**config.mk**
```make
export PLATFORM = sky130hd
export DESIGN_NAME = mul_accumulate_collector_flat
export DESIGN_NICKNAME = d
export VERILOG_FILES = /design/src/rtl/mul_pkg.sv /design/src/rtl/mul_accumulate_collector_if.sv /design/src/rtl/sum_queue.sv /design/src/rtl/mul_accumulate_collector.sv /design/src/flat_wrapper.sv
export SDC_FILE = /design/constraint.sdc
export NUM_CORES = 1
export LEC_CHECK = 0
export BUFFER_PORTS_ARGS = -buffer_cell sky130_fd_sc_hd__buf_4
export CAP_MARGIN = 15
export CELL_PAD_IN_SITES_DETAIL_PLACEMENT = 2
export CELL_PAD_IN_SITES_GLOBAL_PLACEMENT = 2
export CORE_ASPECT_RATIO = 0.7
export CORE_MARGIN = 8
export CORE_UTILIZATION = 38
export CTS_CLUSTER_DIAMETER = 100
export DETAILED_ROUTE_END_ITERATION = 10
export PLACE_DENSITY_LB_ADDON = 0.1
export SYNTH_ARGS = -nofsm -noshare
export SYNTH_HDL_FRONTEND = slang
export SYNTH_SLANG_ARGS = --single-unit
```
**constraint.sdc**
```tcl
create_clock -name clk -period 6.8 [get_ports clk]
set_input_delay 0.68 -clock clk [delete_from_list [all_inputs] [get_ports clk]]
set_output_delay 0.68 -clock clk [all_outputs]
set_load 0.01 [all_outputs]
```
**src/rtl/mul_pkg.sv**
```systemverilog
// Shared definitions for the multiplier and its downstream collectors.
package mul_pkg;

    localparam int unsigned PRODUCT_W     = 64;
    localparam int unsigned ACC_W_DEFAULT = 72;

    typedef enum logic {
        IDLE,
        ACCUM
    } collector_state_t;

    typedef logic [PRODUCT_W-1:0] product_t;

endpackage

```
**src/rtl/mul_accumulate_collector_if.sv**
```systemverilog
// Product beat input and completed-sum output handshake of the collector.
interface mul_accumulate_collector_if
    import mul_pkg::*;
#(
    parameter int unsigned ACC_W = ACC_W_DEFAULT
);
    logic             valid_in;
    product_t         product;
    logic             sum_valid;
    logic             sum_ready;
    logic [ACC_W-1:0] sum;

    // Producer/consumer side: feeds products, drains sums.
    modport master (
        output valid_in,
        output product,
        output sum_ready,
        input  sum_valid,
        input  sum
    );

    // Collector side.
    modport slave (
        input  valid_in,
        input  product,
        input  sum_ready,
        output sum_valid,
        output sum
    );
endinterface

```
**src/rtl/sum_queue.sv**
```systemverilog
// Small FIFO of completed results; push while full is refused unless a pop frees a slot on the same edge.
module sum_queue #(
    parameter int unsigned WIDTH = 72,
    parameter int unsigned DEPTH = 2
) (
    input  logic             clk,
    input  logic             rst_n,
    input  logic             clear,
    input  logic             push,
    input  logic             pop,
    input  logic [WIDTH-1:0] din,
    output logic             full,
    output logic             empty,
    output logic [WIDTH-1:0] head
);
    localparam int unsigned PTR_W = (DEPTH > 1) ? $clog2(DEPTH) : 1;
    localparam int unsigned CNT_W = $clog2(DEPTH + 1);

    logic [WIDTH-1:0] mem [DEPTH];
    logic [PTR_W-1:0] wr_ptr;
    logic [PTR_W-1:0] rd_ptr;
    logic [CNT_W-1:0] count;
    logic             do_pop;
    logic             do_push;

    assign full    = (count == CNT_W'(DEPTH));
    assign empty   = (count == '0);
    assign do_pop  = pop && !empty;
    assign do_push = push && (!full || do_pop);
    // Masked so the head reads zero whenever nothing is queued.
    assign head    = empty ? '0 : mem[rd_ptr];

    // Pointer and occupancy bookkeeping; pointers wrap naturally since DEPTH is a power of two.
    always_ff @(posedge clk or negedge rst_n) begin
        if (!rst_n) begin
            wr_ptr <= '0;
            rd_ptr <= '0;
            count  <= '0;
        end else if (clear) begin
            wr_ptr <= '0;
            rd_ptr <= '0;
            count  <= '0;
        end else begin
            if (do_push) wr_ptr <= wr_ptr + 1'b1;
            if (do_pop)  rd_ptr <= rd_ptr + 1'b1;
            count <= count + CNT_W'(do_push) - CNT_W'(do_pop);
        end
    end

    // Storage write; entries need no reset because the head is masked while empty.
    always_ff @(posedge clk) begin
        if (do_push && !clear) mem[wr_ptr] <= din;
    end
endmodule

```
**src/rtl/mul_accumulate_collector.sv**
```systemverilog
// Sums GROUP_LEN consecutive multiplier products and queues each completed sum for a downstream consumer.
module mul_accumulate_collector
    import mul_pkg::*;
#(
    parameter int unsigned GROUP_LEN = 4,
    parameter int unsigned ACC_W     = ACC_W_DEFAULT,
    parameter int unsigned QDEPTH    = 2
) (
    input  logic                        clk,
    input  logic                        rst_n,
    input  logic                        clear,
    mul_accumulate_collector_if.slave   bus,
    output logic                        busy,
    output logic                        drop_err
);
    collector_state_t state;
    logic [7:0]       beat_cnt;
    logic [ACC_W-1:0] acc;
    logic [ACC_W-1:0] acc_next;
    logic             beat_fire;
    logic             last_beat;
    logic             push;
    logic             pop;
    logic             q_full;
    logic             q_empty;
    logic [ACC_W-1:0] q_head;

    // The multiplier launches on negedge, so product is stable at posedge without a synchroniser.
    assign beat_fire     = bus.valid_in && !clear;
    assign last_beat     = (beat_cnt == 8'(GROUP_LEN - 1));
    assign acc_next      = acc + ACC_W'(bus.product);
    assign push          = beat_fire && last_beat;
    assign pop           = bus.sum_valid && bus.sum_ready;
    assign bus.sum_valid = !q_empty;
    assign bus.sum       = q_head;

    sum_queue #(
        .WIDTH (ACC_W),
        .DEPTH (QDEPTH)
    ) u_sum_queue (
        .clk   (clk),
        .rst_n (rst_n),
        .clear (clear),
        .push  (push),
        .pop   (pop),
        .din   (acc_next),
        .full  (q_full),
        .empty (q_empty),
        .head  (q_head)
    );

    // Group FSM: accumulates beats, restarts on the final beat with no bubble, flags refused pushes.
    always_ff @(posedge clk or negedge rst_n) begin
        if (!rst_n) begin
            state    <= IDLE;
            acc      <= '0;
            beat_cnt <= '0;
            busy     <= 1'b0;
            drop_err <= 1'b0;
        end else if (clear) begin
            state    <= IDLE;
            acc      <= '0;
            beat_cnt <= '0;
            busy     <= 1'b0;
            drop_err <= 1'b0;
        end else begin
            if (push && q_full && !pop) drop_err <= 1'b1;
            case (state)
                IDLE: begin
                    if (beat_fire && !last_beat) begin
                        state    <= ACCUM;
                        acc      <= acc_next;
                        beat_cnt <= 8'd1;
                        busy     <= 1'b1;
                    end
                end
                ACCUM: begin
                    if (beat_fire) begin
                        if (last_beat) begin
                            state    <= IDLE;
                            acc      <= '0;
                            beat_cnt <= '0;
                            busy     <= 1'b0;
                        end else begin
                            acc      <= acc_next;
                            beat_cnt <= beat_cnt + 8'd1;
                        end
                    end
                end
                default: begin
                    state    <= IDLE;
                    acc      <= '0;
                    beat_cnt <= '0;
                    busy     <= 1'b0;
                end
            endcase
        end
    end
endmodule

```
**src/flat_wrapper.sv**
```systemverilog
// flat-port wrapper written by rule: the top's interface ports become plain ports
module mul_accumulate_collector_flat import mul_pkg::*;
#(
    parameter int unsigned GROUP_LEN = 4,
    parameter int unsigned ACC_W     = ACC_W_DEFAULT,
    parameter int unsigned QDEPTH    = 2
)
  (clk, rst_n, clear, busy, drop_err, bus_valid_in, bus_product, bus_sum_ready, bus_sum_valid, bus_sum);
  mul_accumulate_collector_if #(.ACC_W(ACC_W)) bus_i ();
  input  logic clk;
  input  logic rst_n;
  input  logic clear;
  output logic busy;
  output logic drop_err;
  input wire logic [$bits(bus_i.valid_in)-1:0] bus_valid_in;
  input wire logic [$bits(bus_i.product)-1:0] bus_product;
  input wire logic [$bits(bus_i.sum_ready)-1:0] bus_sum_ready;
  output wire logic [$bits(bus_i.sum_valid)-1:0] bus_sum_valid;
  output wire logic [$bits(bus_i.sum)-1:0] bus_sum;
  assign bus_i.valid_in = bus_valid_in;
  assign bus_i.product = bus_product;
  assign bus_i.sum_ready = bus_sum_ready;
  assign bus_sum_valid = bus_i.sum_valid;
  assign bus_sum = bus_i.sum;
  mul_accumulate_collector #(.GROUP_LEN(GROUP_LEN), .ACC_W(ACC_W), .QDEPTH(QDEPTH)) u_core (.clk(clk), .rst_n(rst_n), .clear(clear), .bus(bus_i), .busy(busy), .drop_err(drop_err));
endmodule
```
==> summary.md, run 1 <==
| Metric | Value |
|---|---|
| Run status | `finished, final reports clean` |
| Clock Pin Slew Worst Setup and Hold Paths | `~60 ps` |
| Dpl cells | `approximately 1800` |
| Hold WC Path Type | `in2async` |
| WP data arrival | `between 4000 and 5000 ps` |
| Clk_skew | `about 10 ps` |
| Number of antenna diodes | `0` |
| I/O pin total | `between 100 and 150` |
| Slew HR | `slightly below 30%` |
| H-tree levels | `1` |
| Leak | `between 6 and 7 nW` |
| Maximum clock path buffer count | `3` |
| Fmax | `about 0.26 GHz` |
| Hpwl dp | `29100 um` |
| Core Rows | `56` |
| Required @ worst endpoint | `7090 ps` |
| Worst Path Buf+Inv | `0` |
| Worst ir drop on vdd | `0.158 mV` |
| Worst Setup End Kind | `flop` |
| Commonest non-fill, non-tap cells in the layout | `161 x nand2_1, 151 x buf_4, 144 x edfxtp_1` |
| Die Ht | `around 170 um` |
| Asr flop ratio synth | `a little under two fifths` |
| Commonest non-fill, non-tap cell in the layout | `nand2_1` |
| Via-per-instance ratio | `roughly 5.6` |
| Via count | `about 10000` |
| Initial antenna violation count | `0` |
| Vias in the first global route | `between 10000 and 15000` |
| Post-synth EDFFs | `roughly 140` |
| YS warnings | `0` |
| CTS tree | `done` |
| Clock insertion delay at the later pin of the skew report | `between 500 and 600 ps` |
| Cts bufs inserted | `26` |
| Clock power share | `~29%` |
| Largest net degree at the start of global routing | `between 70 and 80` |
| Final Cycle Share | `roughly 57%` |
| Final WL | `41200 um` |
| Final ANT Viol Nets | `0` |
| Synth Register Bits | `around 230` |
| Post-route DRC | `0` |
| Net switching power | `1.89 mW` |
| Logic pwr share | `between 30% and 40%` |
| Final Non-Filler Cells | `roughly 1800` |
| Fin. Hold Viols | `0` |
| Wire per inst | `approximately 23 um` |
| Total of max-cap violations | `0` |
| Minimum clock period | `between 3000 and 4000 ps` |
| DIE WIDTH | `roughly 240 um` |
| Hold Buf Count CTS | `0` |
| CP max FO | `3` |
| Post-Synthesis Cells | `1248` |
| # setup viols final | `0` |
| RSZ-0062 raised after global routing | `no` |
| Initial Utilization | `~39%` |
| CTS resizes | `0` |
| Yosys cell types | `75` |
| Global-route wire length before repair | `65000 um` |
| 1st-iter DRT viols | `between 500 and 600` |
| Routability cong. | `between 0.8 and 0.9` |
| Final Max Tran Viols | `0` |
| Dpl ws | `2510 ps` |
| Share of cells above drive strength 1 | `approximately 16%` |
| Worst path top cell family by delay | `compound AO/OA/AOI/OAI gates` |
| Critical path class | `reg2reg` |
| Crit start category | `flop` |
| Pwr dens | `345 nW/um2` |
| Post-CTS Setup Inserts | `0` |
| Worst-margin pin slew | `around 1100 ps` |
| Sw Ratio | `between 30% and 40%` |
| Register area share after synthesis | `between 50% and 60%` |
| Core region area | `33500 um2` |
| Main flop type after synthesis | `edfxtp_1` |
| Setup TNS | `0 ps` |
| Synthesized area per cell | `a little over 10 um2` |
| Drt pass-1 iters | `4` |
| Internal power | `3.38 mW` |
| Final WS setup | `between 2000 and 3000 ps` |
| Syn_nets | `about 1400` |
| PortBufs | `around 140` |
| Crit path top cell by count | `a21oi_1` |
| Seq pwr share | `34.5%` |
| Critical-path top delay cell | `fa_1` |
| P&R area growth vs syn | `18.4%` |
| Final global-route overflow total | `0` |
| Total power draw | `roughly 5.3 mW` |
| Clock sink count | `approximately 230` |
| Crit path largest cell delay | `around 440 ps` |
| Total track usage | `between 20 and 25%` |
| DIE AREA | `a little over 40000 um2` |
| Critical-path cell list | `ha_1, fa_1, a211oi_1, nor2_1, o311a_1, o2111ai_2, a21oi_1, and3_1, o21ai_0, a21oi_1, o21ai_0, a21oi_1, xor2_1` |
| Nets | `around 1500` |
| Clk root buf | `clkbuf_16` |
| Final core occ | `45.6%` |
| Mapped Area | `12900 um2` |
[sequential cells by signal, summed over array words and instances (netlist names)]
name and flops:
u_core.u_sum_queue.rd_ptr 1, u_core.acc 72, u_core.u_sum_queue.mem 144, u_core.u_sum_queue.count 2
u_core.busy 1, u_core.u_sum_queue.wr_ptr 1, u_core.drop_err 1, u_core.state 1
u_core.beat_cnt 8
[path summary, 6_finish.rpt]
path | from | to | slack [ps] | cells after the start
min in group clk | bus_valid_in | u_core.state | 450 | 2
min reg2reg | u_core.acc[37] | u_core.acc[37] | 500 | 2
max in group asynchronous | rst_n | u_core.u_sum_queue.rd_ptr | 5390 | 2
max | u_core.acc[0] | u_core.u_sum_queue.mem[1][66] | 2930 | 13
min | rst_n | u_core.acc[0] | 70 | 1
max reg2reg | u_core.acc[0] | u_core.u_sum_queue.mem[1][66] | 2930 | 13
[power by group through the flow]
stage,clock [mW],combinational (mW),sequential (mW)
after floorplan,0,1.27,1.77
after detailed placement,0,1.93,1.85
final,1.52,1.94,1.82
after global routing,1.60,2.12,1.83
after CTS,1.56,1.95,1.82
after global placement,0,1.86,1.84
[final cells by class]
class                   count  area, um2
clock inverters            14        198
repair buffers            151       1130
multi-input cells         930       6110
clock buffers              33        708
fillers                  3522      18200
well taps                 435        544
flip-flops and latches    231       6500
inverters                  24       90.1
[cells by family after synthesis]
group | count (synthesis) | share of synthesized area [%]
flip-flops | 231 | 50.3
XOR/XNOR | 72 | 4.88
AO/OA/AOI/OAI | 265 | 13.8
adder cells (fa/ha/maj) | 68 | 6.64
buffers and inverters | 87 | 2.70
AND/OR/NAND/NOR | 448 | 15.7
multiplexers | 77 | 5.97
[stage by stage]
stage	cell area [um2]	hold WS [ps]
2_1_floorplan	12900	384
3_3_place_gp	14400	484
3_5_place_dp	14400	495
4_1_cts	15300	61.5
5_1_grt	15300	71.2
6_report	15300	71.3
[cells in the mapped netlist, drive strengths merged (14+ instances only)]
master	count	area (um2)
nand2	161	604
edfxtp	144	4320
nor2	132	498
dfrtp	87	2180
mux2i	77	771
a21oi	76	380
ha	67	838
nand3	57	285
o21ai	51	255
xnor2	47	412
clkbuf	45	171
a21o	43	324
xor2	25	219
inv	23	86.3
and3	22	138
buf	18	87.6
nand4	17	106
nor3	14	70.1
[per-layer routing]
layer	track usage [%]	part of all wire [%]	vias up
li1	-	-	4753
met3	3.01	3.4	48
met2	33.4	46	166
met5	0	0	-
met4	4.77	2.2	0
met1	27.7	48	5181
Power figures use the tool's default switching activity.
==> inputs of run 2 (changes only) <==
clock period = 3.6 ns   (was 6.8 ns; I/O delays follow)
==> run 2 against run 1 <==
  * Total power is 90% higher
  * Final cell count is 3.5% higher
  * Design area is 4.4% higher
  * Flip-flop and latch count unchanged
==> summary.md, run 2 (same netlist as run 1, synthesis figures left out) <==
| Metric | Value |
|---|---|
| Via count | `10500 (+3.1%)` |
| Number of antenna diodes | `0 (unchanged)` |
| DIE AREA | `40200 um2 (unchanged)` |
| Top reg by flops | `u_core.u_sum_queue.mem` |
| Worst-margin pin slew | `900 ps (-162 ps)` |
| Wire per inst | `23.1 um (+2.1%)` |
| Vias in the first global route | `11900 (+5.6%)` |
| Total power draw | `10.0 mW (+90%)` |
| Initial antenna violation count | `0 (unchanged)` |
| Core Rows | `56 (unchanged)` |
| Cts bufs inserted | `25 (-3.8%)` |
| Final Max Tran Viols | `0 (unchanged)` |
| Final Non-Filler Cells | `1882 (+3.5%)` |
| Required @ worst endpoint | `4030 ps (-3060 ps)` |
| CTS tree | `done` |
| DIE WIDTH | `236 um (unchanged)` |
| Logic pwr share | `40.1% (+3.4 points)` |
| Core region area | `33500 um2 (unchanged)` |
| Hold_ws | `134 ps (+63.2 ps)` |
| Final core occ | `47.7% (+2.0 points)` |
| Post-route DRC | `0 (unchanged)` |
| Final WL | `43500 um (+5.7%)` |
| Final global-route overflow total | `0 (unchanged)` |
| Global-route wire length before repair | `68200 um (+4.9%)` |
| Share of cells above drive strength 1 | `21.3% (+5.3 points)` |
| Commonest non-fill, non-tap cell in the layout | `buf_4` |
| Hold WC Path Type | `in2reg` |
| PortBufs | `143 (unchanged)` |
| Dpl ws | `-124 ps (-2640 ps)` |
| Worst Setup End Kind | `flop` |
| Routability cong. | `0.839 (-0.51%)` |
| P&R area growth vs syn | `23.6%` |
| Sequential cell area | `6500 um2 (unchanged)` |
| Clock power share | `25.6% (-3.2 points)` |
| Slew HR | `40.0% (+11 points)` |
| I/O pin total | `144 (unchanged)` |
| Net switching power | `3.68 mW (+94%)` |
| Leak | `6.81 nW (+4.6%)` |
| Run status | `finished, final reports clean` |
| CP max FO | `3 (unchanged)` |
| Max FFs per register | `144 (unchanged)` |
| Critical path class | `reg2reg` |
| Crit start category | `flop` |
| Fill count | `3501 (-0.60%)` |
| Nets | `1566 (+4.3%)` |
| Internal power | `6.35 mW (+88%)` |
| # setup viols final | `0 (unchanged)` |
| Finished Cell Area | `16000 um2 (+4.4%)` |
| Maximum clock path buffer count | `3 (unchanged)` |
| 1st-iter DRT viols | `546 (+7.3%)` |
| Total track usage | `21.3% (+1.1 points)` |
| Via-per-instance ratio | `5.56 (-0.41%)` |
| Clk root buf | `clkbuf_16` |
| Seq pwr share | `34.3% (-0.2 points)` |
| Dpl cells | `1830 (+3.3%)` |
| Fin. Hold Viols | `0 (unchanged)` |
| Final Cycle Share | `96.2% (+39 points)` |
| Fmax | `0.289 GHz (+12%)` |
| Final WS setup | `135 ps (-2790 ps)` |
| Minimum clock period | `3460 ps (-408 ps)` |
| Commonest non-fill, non-tap cells in the layout | `210 x buf_4, 161 x nand2_1, 144 x edfxtp_1` |
| Initial Utilization | `38.6% (unchanged)` |
| Pwr dens | `629 nW/um2 (+82%)` |
| Die Ht | `170 um (unchanged)` |
| WP data arrival | `3890 ps (-270 ps)` |
| Drt pass-1 iters | `4 (unchanged)` |
| Clock sink count | `231 (unchanged)` |
| H-tree levels | `1 (unchanged)` |
| Largest net degree at the start of global routing | `57 (-23%)` |
| Clk_skew | `9.51 ps (-0.411 ps)` |
| Dpl cell area | `14900 um2 (+3.6%)` |
| Setup TNS | `0 ps (unchanged)` |
| Hpwl dp | `31400 um (+7.9%)` |
| Clock insertion delay at the later pin of the skew report | `540 ps (about the same)` |
| Multi-input logic area | `6320 um2 (+3.5%)` |
| Sw Ratio | `36.7% (+0.72 points)` |
| Clock Pin Slew Worst Setup and Hold Paths | `60 ps (about the same)` |
| Total of max-cap violations | `0 (unchanged)` |
| Final ANT Viol Nets | `0 (unchanged)` |
| Top flop regs | `u_core.u_sum_queue.mem (144), u_core.acc (72), u_core.beat_cnt (8)` |
| Worst ir drop on vdd | `0.405 mV (+160%)` |
-- run 2: cell types whose count changed in the layout (fill, tap and decap cells not counted), moves of 5 or more --
cell     delta
o21ai_0     -5
buf_4      +59
buf_12      +6
ha_4        +9
o21ai_1     +5
ha_1       -10
-- run 2: what timing repair did --
action,4_1_cts,5_1_grt
setup buffers,4,3
resized for setup,14,19
hold buffers,1,0
pin swaps,7,13
setup endpoints to repair,7,44
hold endpoints to repair,54,0
-- run 2: path summary, 6_finish.rpt --
path                                 from              to  slack (ps)  cells past startpoint
setup / recovery            u_core.acc[0]  u_core.acc[52]         140                     15
max in group asynchronous           rst_n  u_core.acc[35]        2310                      3
setup reg to reg            u_core.acc[0]  u_core.acc[52]         140                     15
hold / removal               bus_valid_in    u_core.state         130                      2
min in group asynchronous           rst_n   u_core.acc[1]         460                      2
hold reg to reg            u_core.acc[34]  u_core.acc[34]         510                      2
-- run 2: worst max-delay path, stage by stage (launching register included) --
cell,delay (ps)
dfrtp_1,410
ha_4,170
fa_2,340
a211oi_2,270
nor2_2,70
o311a_1,380
o2111ai_2,230
buf_4,170
a2111oi_4,60
nor3_2,200
buf_4,170
o21a_1,160
o41a_1,250
o31ai_4,90
xor2_2,210
a21o_1,170
-- run 2: area by class of cell --
type                    instances  area share [%]
clock buffers                  34            4.32
clock inverters                11           0.658
inverters                      24           0.564
multi-input cells             930            39.6
flip-flops and latches        231            40.8
well taps                     435            3.41
repair buffers                217            10.7
-- run 2: routing by layer --
| layer | global-route usage, % | vias to the layer above | routed length (um) |
|---|---|---|---|
| met5 | 0 | - | 0 |
| met3 | 3.15 | 63 | 1430 |
| met4 | 5.57 | 0 | 986 |
| li1 | - | 4880 | - |
| met2 | 36.2 | 163 | 20700 |
| met1 | 28.3 | 5356 | 20500 |
-- run 2: power groups by stage --
stage	registers [mW]	clock network, mW	logic (mW)
6_report	3.44	2.57	4.03
5_1_grt	3.46	2.72	4.39
4_1_cts	3.44	2.64	4.00
3_5_place_dp	3.48	0	3.90
3_3_place_gp	3.47	0	3.75
2_1_floorplan	3.34	0	2.40
==> inputs of run 3 (changes only) <==
CORE_MARGIN = 2   (was 8)
GPL_TIMING_DRIVEN = 1   (was not set)
==> run 3 against run 2 <==
  * Critical path depth shrank 1
  * Global-route usage grew 2.4 points
  * Maximum frequency shrank 2.8%
  * Via count grew 0.52%
  * Count of clock-buffer cells in the layout shrank 4
  * Clock power grew 7%
  * Non-clock buffer count grew 16
  * Die area shrank 12%
  * Wire length shrank 3.1%
==> summary.md, run 3 (same netlist as run 1, synthesis figures left out) <==
| Metric | Value |
|---|---|
| Worst reg2reg setup slack | `40 ps (-100 ps)` |
| Hold path start | `bus_valid_in` |
| Global-route wire length before repair | `65400 um (-4.2%)` |
| Leak | `6.96 nW (+2.3%)` |
| Worst-margin pin slew | `914 ps (+13.8 ps)` |
| PortBufs | `143 (unchanged)` |
| Final Max Tran Viols | `0 (unchanged)` |
| H-tree levels | `1 (unchanged)` |
| Setup TNS | `0 ps (unchanged)` |
| Fmax | `0.281 GHz (-2.8%)` |
| Run status | `finished, final reports clean` |
| Wire per inst | `22.2 um (-3.9%)` |
| Pwr dens | `635 nW/um2 (+1.1%)` |
| Cts bufs inserted | `25 (unchanged)` |
| Clock sink count | `231 (unchanged)` |
| Fill count | `3457 (-1.3%)` |
| Clock Pin Slew Worst Setup and Hold Paths | `70 ps (about the same)` |
| Number of antenna diodes | `0 (unchanged)` |
| Crit start category | `flop` |
| Clk root buf | `clkbuf_16` |
| Hpwl dp | `30200 um (-3.7%)` |
| Core region area | `33500 um2 (unchanged)` |
| 1st-iter DRT viols | `462 (-15%)` |
| Hold WC Path Type | `in2reg` |
| Total track usage | `23.6% (+2.4 points)` |
| Clk_skew | `20.1 ps (+10.6 ps)` |
| Routability cong. | `0.832 (-0.76%)` |
| Via-per-instance ratio | `5.54 (-0.33%)` |
| WHS Path Cells | `2 (unchanged)` |
| WP data arrival | `4000 ps (+110 ps)` |
| Largest net degree at the start of global routing | `61 (+7.0%)` |
| CTS tree | `done` |
| CP max FO | `3 (unchanged)` |
| Max FFs per register | `144 (unchanged)` |
| Commonest non-fill, non-tap cell in the layout | `buf_4` |
| Worst R2R Start | `u_core.acc[0]` |
| Worst Setup End Kind | `flop` |
| DIE AREA | `35500 um2 (-12%)` |
| Vias in the first global route | `11500 (-3.1%)` |
| Critical path class | `reg2reg` |
| Maximum clock path buffer count | `3 (unchanged)` |
| Initial antenna violation count | `0 (unchanged)` |
| Core Rows | `56 (unchanged)` |
| Via count | `10500 (+0.52%)` |
| Endpoint, Worst Hold | `u_core.state` |
| Final Cycle Share | `99.0% (+2.8 points)` |
| Final WL | `42200 um (-3.1%)` |
| Total of max-cap violations | `0 (unchanged)` |
| Clock insertion delay at the later pin of the skew report | `550 ps (about the same)` |
| FF-to-FF path depth | `14 (-1)` |
| RSZ-0062 raised after global routing | `yes` |
| Total power draw | `10.3 mW (+2.7%)` |
| P&R area growth vs syn | `25.5%` |
| Reg2reg end | `u_core.acc[52]` |
| I/O pin total | `144 (unchanged)` |
| Final ANT Viol Nets | `0 (unchanged)` |
| Post-route DRC | `0 (unchanged)` |
| Drt pass-1 iters | `4 (unchanged)` |
| Commonest non-fill, non-tap cells in the layout | `227 x buf_4, 161 x nand2_1, 144 x edfxtp_1` |
| Nets | `1582 (+1.0%)` |
| # setup viols final | `0 (unchanged)` |
| Final global-route overflow total | `0 (unchanged)` |
| Top flop regs | `u_core.u_sum_queue.mem (144), u_core.acc (72), u_core.beat_cnt (8)` |
| Share of cells above drive strength 1 | `23.2% (+1.9 points)` |
| Fin. Hold Viols | `0 (unchanged)` |
| Top reg by flops | `u_core.u_sum_queue.mem` |
| Multi-input logic area | `6390 um2 (+1.1%)` |
| Minimum clock period | `3560 ps (+99.9 ps)` |
| DIE WIDTH | `224 um (-5.1%)` |
| Slew HR | `39.1% (-0.92 points)` |
| Initial Utilization | `38.6% (unchanged)` |
| Sequential cell area | `6500 um2 (unchanged)` |
| Worst ir drop on vdd | `0.353 mV (-13%)` |
| Die Ht | `158 um (-7.0%)` |
| Required @ worst endpoint | `4040 ps (about the same)` |
[run 3: changes by cell type in the layout (fill, tap and decap cells not counted), moves of 2 or more]
cell | previous run | this run
ha_1 | 57 | 55
ha_4 | 9 | 11
clkinv_4 | 0 | 2
xnor2_1 | 45 | 43
and2_1 | 7 | 5
clkinv_1 | 5 | 1
bufinv_16 | 2 | 4
xnor2_2 | 2 | 4
clkinvlp_4 | 2 | 4
inv_6 | 0 | 2
clkbuf_1 | 6 | 3
buf_4 | 210 | 227
[run 3: worst max path at each step]
stage                                  start                            end  slack [ps]  cells after the start
after floorplan           u_core.beat_cnt[0]   u_core.u_sum_queue.mem[0][0]        -200                      7
after global placement        bus_product[0]  u_core.u_sum_queue.mem[0][66]        -100                     14
after detailed placement      bus_product[8]                 u_core.acc[67]        -100                     13
after CTS                      u_core.acc[8]                 u_core.acc[67]         0.8                     12
after global routing           u_core.acc[0]                 u_core.acc[52]         -80                     14
final                          u_core.acc[0]                 u_core.acc[52]          40                     14
[run 3: layout make-up]
type                            instances  area share (%)
Clock buffer                           30            4.10
Clock inverter                         15            1.24
Inverter                               24           0.556
Multi-Input combinational cell        930            39.4
Sequential cell                       231            40.1
Tap cell                              435            3.36
Timing Repair Buffer                  233            11.2
[run 3: routing by layer]
layer | wire (um) | global-route usage (%)
met4 | 813 | 4.67
met5 | 0 | 0
met2 | 20200 | 40.0
met3 | 1440 | 2.99
met1 | 19700 | 32.8
[run 3: stage by stage]
step / worst slack [ps] / hold WS (ps) / area [um2] / utilization [%] / std cells
6_report: 35.4 / 134 / 16200 / 48.4 / 1898
5_1_grt: -77.6 / 137 / 16200 / 48.4 / 1898
4_1_cts: 0.843 / 108 / 15900 / 47.4 / 1892
3_5_place_dp: -101 / 498 / 15000 / 44.8 / 1846
3_3_place_gp: -100 / 479 / 15000 / 44.8 / 1846
2_1_floorplan: -199 / 64.4 / 12900 / - / 1248
[run 3: power breakdown]
group / total [mW] / switching [mW] / internal (mW)
Sequential: 3.42 / 0.195 / 3.22
Clock: 2.74 / 1.13 / 1.61
Combinational: 4.14 / 2.41 / 1.73
[run 3: critical path, stage by stage, from the launching register on]
cell	delay, ps
dfrtp_1	410
ha_4	170
fa_2	230
a211oi_2	70
nor2_2	110
o311a_1	250
o2111ai_2	170
buf_4	180
a2111oi_4	390
nor3_4	100
o21a_1	230
o41a_1	480
o31ai_4	330
xor2_2	130
a21o_1	170
[run 3: repair_timing]
action	in CTS	in global routing
resized for setup	2	43
hold buffers	1	0
gates cloned	0	0
buffers inserted	0	8
pin swaps	0	23
endpoints found under the setup margin	20	56
endpoints found under the hold margin	58	0
